`config.mk`:
```
export PLATFORM = sky130hd
export DESIGN_NAME = dot_product_accumulator
export DESIGN_NICKNAME = d
export VERILOG_FILES = /design/src/rtl/dpa_pkg.sv /design/src/rtl/dpa_mult8.sv /design/src/rtl/dot_product_accumulator.sv
export SDC_FILE = /design/constraint.sdc
export NUM_CORES = 1
export LEC_CHECK = 0
export CAP_MARGIN = 40
export CORE_ASPECT_RATIO = 0.6
export CORE_MARGIN = 5
export CORE_UTILIZATION = 70
export CTS_BUF_LIST = sky130_fd_sc_hd__clkbuf_8
export DETAILED_ROUTE_END_ITERATION = 8
export DONT_BUFFER_PORTS = 1
export PLACE_DENSITY = 0.92
export SYNTH_ARGS = -nofsm -noshare
export SYNTH_HDL_FRONTEND = slang
export SYNTH_HIERARCHICAL = 1
export SYNTH_SLANG_ARGS = --single-unit
```
`constraint.sdc`:
```
create_clock -name clk -period 11.24 [get_ports clk]
set_input_delay 1.686 -clock clk [delete_from_list [all_inputs] [get_ports clk]]
set_output_delay 1.686 -clock clk [all_outputs]
set_load 0.01 [all_outputs]
```
`src/rtl/dpa_pkg.sv`:
```
// Shared widths and FSM encoding for the dot-product accumulator.
// Pure declarations: no logic, no latency, no flow control.
package dpa_pkg;
   localparam int OP_W   = 8;
   localparam int PROD_W = 16;
   localparam int CNT_W  = 9;

   typedef enum logic [1:0] {
      S_IDLE  = 2'd0,
      S_ACCUM = 2'd1,
      S_DONE  = 2'd2
   } dpa_state_e;
endpackage

```
`src/rtl/dpa_mult8.sv`:
```
// Combinational 8x8 unsigned multiplier feeding the product register.
// Zero latency; no flow control, the caller qualifies the result.
module dpa_mult8
   import dpa_pkg::*;
(
   input  logic [OP_W-1:0]   a_i,
   input  logic [OP_W-1:0]   b_i,
   output logic [PROD_W-1:0] p_o
);
   assign p_o = PROD_W'(a_i) * PROD_W'(b_i);
endmodule

```
`src/rtl/dot_product_accumulator.sv`:
```
// Two-stage multiply-accumulate over a vector; result valid two edges after the ending term.
// in_ready drops from ending term until result handshake; DPA_SATURATE_EN selects clamp-on-overflow.
module dot_product_accumulator
   import dpa_pkg::*;
#(
   parameter int ACC_W     = 24,
   parameter int MAX_TERMS = 16
) (
   input  logic             clk,
   input  logic             rst,
   input  logic             in_valid,
   output logic             in_ready,
   input  logic [OP_W-1:0]  in_a,
   input  logic [OP_W-1:0]  in_b,
   input  logic             in_last,
   output logic             out_valid,
   input  logic             out_ready,
   output logic [ACC_W-1:0] out_sum,
   output logic [CNT_W-1:0] out_count,
   output logic             out_ovf
);
   localparam logic [CNT_W-1:0] MAX_CNT = CNT_W'(MAX_TERMS);

   dpa_state_e          state_q, state_d;
   logic [PROD_W-1:0]   prod_q, prod_d;
   logic                prod_vld_q, prod_vld_d;
   logic                prod_last_q, prod_last_d;
   logic                last2_q, last2_d;
   logic [ACC_W-1:0]    acc_q, acc_d;
   logic [CNT_W-1:0]    count_q, count_d;
   logic                ovf_q, ovf_d;
   logic                end_pend_q, end_pend_d;

   logic [PROD_W-1:0]   mult_p;
   logic                accept;
   logic                ends_vec;
   logic                out_fire;
   logic [CNT_W-1:0]    cnt_inc;
   logic [ACC_W:0]      sum_ext;

   dpa_mult8 u_mult (
      .a_i (in_a),
      .b_i (in_b),
      .p_o (mult_p)
   );

   assign in_ready  = (state_q != S_DONE) && !end_pend_q;
   assign out_valid = (state_q == S_DONE);
   assign out_sum   = acc_q;
   assign out_count = count_q;
   assign out_ovf   = ovf_q;

   assign accept   = in_valid && in_ready;
   assign out_fire = out_valid && out_ready;
   assign cnt_inc  = count_q + CNT_W'(1);
   assign ends_vec = in_last || (cnt_inc == MAX_CNT);
   assign sum_ext  = {1'b0, acc_q} + {{(ACC_W + 1 - PROD_W){1'b0}}, prod_q};

   always_comb begin
      state_d     = state_q;
      prod_d      = prod_q;
      prod_vld_d  = accept;
      prod_last_d = accept && ends_vec;
      last2_d     = prod_vld_q && prod_last_q;
      acc_d       = acc_q;
      count_d     = count_q;
      ovf_d       = ovf_q;
      end_pend_d  = end_pend_q;

      if (accept) begin
         prod_d  = mult_p;
         count_d = cnt_inc;
         if (ends_vec) end_pend_d = 1'b1;
      end

      if (prod_vld_q) begin
`ifdef DPA_SATURATE_EN
         // Once clamped, stay pinned at all-ones until the vector is consumed.
         if (ovf_q || sum_ext[ACC_W]) acc_d = '1;
         else                         acc_d = sum_ext[ACC_W-1:0];
`else
         acc_d = sum_ext[ACC_W-1:0];
`endif
         if (sum_ext[ACC_W]) ovf_d = 1'b1;
      end

      case (state_q)
         S_IDLE:  if (accept) state_d = S_ACCUM;
         S_ACCUM: if (last2_q) state_d = S_DONE;
         S_DONE: begin
            if (out_fire) begin
               state_d    = S_IDLE;
               acc_d      = '0;
               count_d    = '0;
               ovf_d      = 1'b0;
               end_pend_d = 1'b0;
            end
         end
         default: state_d = S_IDLE;
      endcase
   end

   always_ff @(posedge clk) begin
      if (rst) begin
         state_q     <= S_IDLE;
         prod_q      <= '0;
         prod_vld_q  <= 1'b0;
         prod_last_q <= 1'b0;
         last2_q     <= 1'b0;
         acc_q       <= '0;
         count_q     <= '0;
         ovf_q       <= 1'b0;
         end_pend_q  <= 1'b0;
      end else begin
         state_q     <= state_d;
         prod_q      <= prod_d;
         prod_vld_q  <= prod_vld_d;
         prod_last_q <= prod_last_d;
         last2_q     <= last2_d;
         acc_q       <= acc_d;
         count_q     <= count_d;
         ovf_q       <= ovf_d;
         end_pend_q  <= end_pend_d;
      end
   end
endmodule
```
## Yosys cells after proc, flatten, opt, wreduce, memory -nomap -nowiden

Cells that the tools add are included.

- Register bits: 56
- Bits in latches: 0
- Bits in writable memories: 0
- Memory bits (read-only): 0
- Bits of input ports: 21
- Output and inout bits: 36
- Word-level logic and storage cells: 46
- Memories: 0

- Add/subtract/negate cells: 2
- Multiply operators: 1
- Divide/modulo/power cells: 0
- $lt $le $gt $ge: 0
- Equality and inequality tests: 7
- Shift operators: 0
- Mux-type cells: 18
- Bitwise gates (word level): 0
- Reduce and logical (&&, ||, !) cells: 9

Operators with widths:

| kind | number |
|---|---|
| $mux W24 | 3 |
| $mux W9 | 3 |
| $add A24 B16 Y25 | 1 |
| $mul A8 B8 Y16 | 1 |
| $add A9 B1 Y9 const B | 1 |
| $eq A9 B5 Y1 const B | 1 |
| $mux W1 | 8 |
| $mux W2 | 3 |
| $ne A2 B2 Y1 const B | 3 |
| $pmux W2 S3 | 1 |
| $logic_and A1 B1 Y1 | 5 |
| $reduce_and A3 Y1 | 1 |
| $eq A2 B1 Y1 const B | 1 |
| $eq A2 B2 Y1 const B | 1 |
| $logic_not A2 Y1 | 1 |
| $ne A2 B1 Y1 const B | 1 |
| $logic_not A1 Y1 | 1 |
| $logic_or A1 B1 Y1 | 1 |

## Depth between registers and ports, before layout

- Depth after elaboration: 7
- Gate-level depth with buffers: 17
- Mapped depth without buffers: 17

## Modules after synthesis

The synthesis kept the hierarchy.

Modules (own cells, without submodules):

| module | instances | cells an instance | area each (µm²) | seq. area each (µm²) |
|---|---|---|---|---|
| dot_product_accumulator | 1 | 391 | 3201.8 | 1121.1 |
| dpa_mult8 | 1 | 243 | 2122.0 | 0.0 |

## Worst setup path after synthesis

No wires, ideal clock.

- Path kind: input to register
- Start point: input port in_a[3]
- End point: register prod_q[11]
- Library setup time: 0.071 ns
- Arrival time: 5.278 ns
- Required time: 11.169 ns
- Slack: 5.891 ns
- Cell stages on the path: 17
- Path buffers: 0
- Path through: and2_1 > fa_1 > inv_1 > fa_1 > inv_1 > fa_1 > inv_1 > fa_1 > inv_1 > ha_1 > a21o_1 > a21oi_2 > nand2_1 > a31oi_1 > xnor2_1 > nand2_1 > a21oi_1

- Cells in the longest elaborated chain, start to end: 1

Ends and longest elaborated chain:

| element | RTL line | text |
|---|---|---|
| from (decl) | dot_product_accumulator.sv:13 | `input logic [OP_W-1:0] in_a,` |
| $mul A8 B8 Y16 | dpa_mult8.sv:10 | `assign p_o = PROD_W'(a_i) * PROD_W'(b_i);` |
| net mult_p[11] | dot_product_accumulator.sv:34 | `logic [PROD_W-1:0] mult_p;` |
| to (signal assigned) | dot_product_accumulator.sv:116 | `prod_q <= prod_d;` |
| to (decl) | dot_product_accumulator.sv:25 | `logic [PROD_W-1:0] prod_q, prod_d;` |

The timed path passes the listed nets, and every way through them passes these cells.
A chain may end at the register's enable or synchronous reset.

## Worst setup path in the final report

- Start point: input port in_a[3]
- End point: register prod_q[15]

The elaborated chain is that of the path after synthesis.

==> results summary <==
The flow ran to the end, and the final reports show no timing, DRC or antenna violations. After Yosys synthesis, and, or, nand and nor cells account for 23.2% of the synthesized area. The number of failing hold endpoints at the final stage came out at 0. The die outline area is 0.00951 mm². The net switching power is 0.000339 W. The detailed placement HPWL is 9830 µm. The number of flops mapped to enable cells by yosys came out at 0.

Wires add up to 12500 µm. The number of antenna cells inserted is 0. In this run the worst hold path is classified as flip-flop to flip-flop.

The clock tree root driver cell is clkbuf_8. The area after detailed placement came out at 0.00539 mm². The maximum achievable frequency came out at 191 MHz. After synthesis the netlist holds a flip-flop and latch count of 56. In the post-synthesis netlist, the biggest area contributors are dfxtp_1, fa_1, ha_1.

The share of the yosys chip area belonging to registers is 21.1%. The worst setup path is of the input pin to flip-flop kind. The actual transition at the worst max-transition pin is 0.991 ns. On the final layout, the worst hold slack is 0.431 ns. The number of stages on the worst hold path is 2. STA puts the critical path data required time at 11.50 ns.

The worst reg-to-reg path cell count came out at 8. The detailed-router iteration count before antenna repair is 5. The worst path uses 46.7% of the clock period. The pin count of the biggest net entering global routing came out at 32. The row count came out at 24. The die extent in x came out at 123 µm. The via count of the first global-routing pass came to 4545. The internal power component came out at 0.000452 W.

The reg-to-reg setup timing slack came out at 8.80 ns. The overall routing resource usage came out at 27.1%. The most used flip-flop cell after synthesis is dfxtp_1. Port buffering added 0 buffers. The net count after synthesis is 745.

The fraction of synthesized area in multiplexers is 2.30%. The minimum setup slack in the final design is 6.00 ns. The first-pass GRT wire length came out at 21300 µm. The hold path endpoint is last2_q. The worst register-to-register path begins at out_sum[0]. The xor and xnor area share after synthesis is 4.58%.

In this run the most critical hold path is launched from prod_last_q. The total power per unit cell area came out at 144 mW/mm². The post-CTS resize count is 0.

The number of max-slew violations in the final report came out at 0. Net switching is 42.9% of the power. Setup repair after global routing left no endpoint under its margin. The area growth from synthesis to layout is 2.96%. The part of the power in combinational logic is 53.7%.

The setup-violating endpoint count in the final report is 0. The maximum root-to-sink buffer count is 2. The analysis attributes to cell leakage a power of 2.45 nW. On the worst path, the slowest cell contributes a delay of 0.53 ns. The post-synth design cell area came out at 0.00532 mm². Cells fill 74.8% of the core in the end. The fraction of the mapped netlist area in compound gates came out at 16.9%. The signal on the critical path passes through and2_1, fa_1, inv_1, fa_1, inv_1, fa_1, inv_1, fa_1, inv_1, ha_1, a21o_1, a21oi_2, nand3_1, and3_1, a211oi_2, nand2_1, a21oi_1. The H-tree generated during clock tree synthesis spans 2 levels. The highest net fanout along the worst path came out at 8. The worst path in the final design needs a cycle of 5.24 ns, including I/O delays and setup.

The CTS clock-pin slew for the worst setup and hold paths is 0.10 ns. The synthesized instance count is 634. The worst setup timing slack at the placement stage came out at 5.68 ns. Across the VDD grid, the largest voltage drop is 0.0721 mV. The number of CTS-inserted buffers came out at 5. The endpoint arrival time on the critical path came out at 5.50 ns. The worst max-slew margin expressed relative to the limit is 34.0%. The share of post-route cells with drive strength above 1 came out at 6.88%.

The number of remaining DRC errors came out at 0. The final standard cell area without fillers came out at 0.00548 mm². STA classifies the critical path startpoint as an input pin. Dividing the detail-routed wire length by the instance count gives 17.1 µm. The leading cell type by number of instances after synthesis is nand2_1.

In the synthesized netlist, the cells that appear most often are nand2_1, dfxtp_1, inv_1. The cell family contributing the most delay on the critical path is adder cells. The Yosys step of the flow raised 6 warnings. The weighted congestion reported at the end of routability-driven placement came out at 0.892. The capturing point of the worst reg2reg path is out_sum[22]. The synthesized area divided by synthesized cell count came out at 8.40 µm². The setup TNS came out at 0 ns.

The number of distinct standard cells referenced by the synthesized netlist came out at 63. The total vias in the final route is 4524. The initial DRC count is 377.

After detailed routing, the number of vias per cell comes to 6.21. Counting both buffers and inverters, the worst setup path holds a total of 4. The die height came out at 77.6 µm. The share of synthesized registers carrying an async set or reset is 0%. The clock network fraction of total power is 15.2%. The final net count came out at 735.

57 I/O pins were placed. The slowest stage of the critical path is the fa_1 cell. By area, the combinational part of the netlist is dominated by adder cells. The count of buffers added by post-CTS timing repair for setup came out at 0. The aggregate global routing overflow came out at 0. The initial antenna violation count is 0. The synthesized netlist devotes 26.4% of its cell area to adder and majority cells. The core region is 0.00733 mm². Clock skew on the completed layout was measured at 0.00874 ns.

The CTS tree is yes. The number of buffers inserted by hold repair at cts is 0. The number of violations of the max-capacitance limit is 0. The number of antenna-violating nets in the routed design came out at 0. The clock latency of the later-clocked register in the worst-skew pair came out at 0.33 ns.

The number of sinks handled by clock tree synthesis is 56. Per report_power, the sequential group accounts for 31.1% of the total. Summed over all instances, the cell type with the most area after synthesis is dfxtp_1.

The initial utilization of the core area, before any placement, comes to 72.7%. After synthesis, the largest area contributor takes up 21.1% of total cell area. The worst setup path is captured at a flip-flop.
==> cell type report <==
type,count,area [µm²]
Multi-Input combinational cell,505,3910
Clock inverter,2,11.3
Timing Repair Buffer,2,22.5
Tap cell,104,130
Clock buffer,6,82.6
Sequential cell,56,1120
Inverter,54,203
Fill cell,551,1850
==> registers in the layout (all words and copies together), names as in the netlist <==
register     flops
out_sum         24
prod_q          16
out_count        9
state_q          2
end_pend_q       1
last2_q          1
out_ovf          1
prod_last_q      1
prod_vld_q       1
==> placed cells by master (no fill, tap or decap), types with 8 or more instances in the layout <==
| cell | count |
|---|---|
| dfxtp_1 | 56 |
| o21a_1 | 8 |
| nand3_1 | 18 |
| nor2_1 | 48 |
| fa_1 | 37 |
| xnor2_1 | 19 |
| mux2i_1 | 10 |
| ha_1 | 53 |
| nand2_1 | 88 |
| o21ai_1 | 9 |
| inv_1 | 55 |
| o21ai_0 | 9 |
| and2_1 | 49 |
| nor3_1 | 13 |
| a21oi_1 | 38 |
==> power by group through the flow <==
stage               Sequential [W]  Clock [W]  Combinational, W
detailed placement        0.000250          0          0.000416
global placement          0.000250          0          0.000395
floorplan                 0.000241          0          0.000350
CTS                       0.000246   0.000118          0.000420
global route              0.000249   0.000128          0.000477
finish                    0.000246   0.000120          0.000425
==> cell families (layout without fill, tap and decap cells) <==
| group | count (synthesis) | count (layout) |
|---|---|---|
| and+or+nand+nor | 251 | 251 |
| AOI/OAI and AO/OA | 125 | 125 |
| adders and majority gates | 90 | 90 |
| buffers and inverters | 73 | 64 |
| DFF | 56 | 56 |
| xor gates and xnor gates | 27 | 27 |
| muxes | 12 | 12 |
==> how the worst max path moves through the flow <==
stage | endpoint | slack (ns) | depth (start not counted) | start
6_report | prod_q[15] | 6.00 | 17 | in_a[3]
3_3_place_gp | prod_q[15] | 5.78 | 17 | in_a[3]
3_5_place_dp | prod_q[11] | 5.68 | 17 | in_a[3]
4_1_cts | prod_q[15] | 6.01 | 14 | in_b[7]
2_1_floorplan | prod_q[11] | 5.89 | 17 | in_a[3]
5_1_grt | prod_q[11] | 5.79 | 17 | in_a[3]
==> worst min-delay path, cell delays in order, from the launching register on <==
cell and delay [ns]:
dfxtp_1 0.31, nand2_1 0.05, nor2_1 0.04
==> per-layer routing <==
layer / vias to the layer above / track usage [%] / share of wire, %
met4: 0 / 6.03 / 1.3
met3: 27 / 8.07 / 7.6
met5: - / 0 / 0
li1: 2142 / - / -
met2: 159 / 43.3 / 46
met1: 2196 / 36.4 / 45
==> through the flow <==
step / power (W) / instances
6_report: 0.000791 / 729
5_1_grt: 0.000854 / 729
4_1_cts: 0.000784 / 729
3_5_place_dp: 0.000666 / 721
3_3_place_gp: 0.000644 / 720
2_1_floorplan: 0.000591 / 634
No activity file was read; power rests on OpenSTA's default activity.
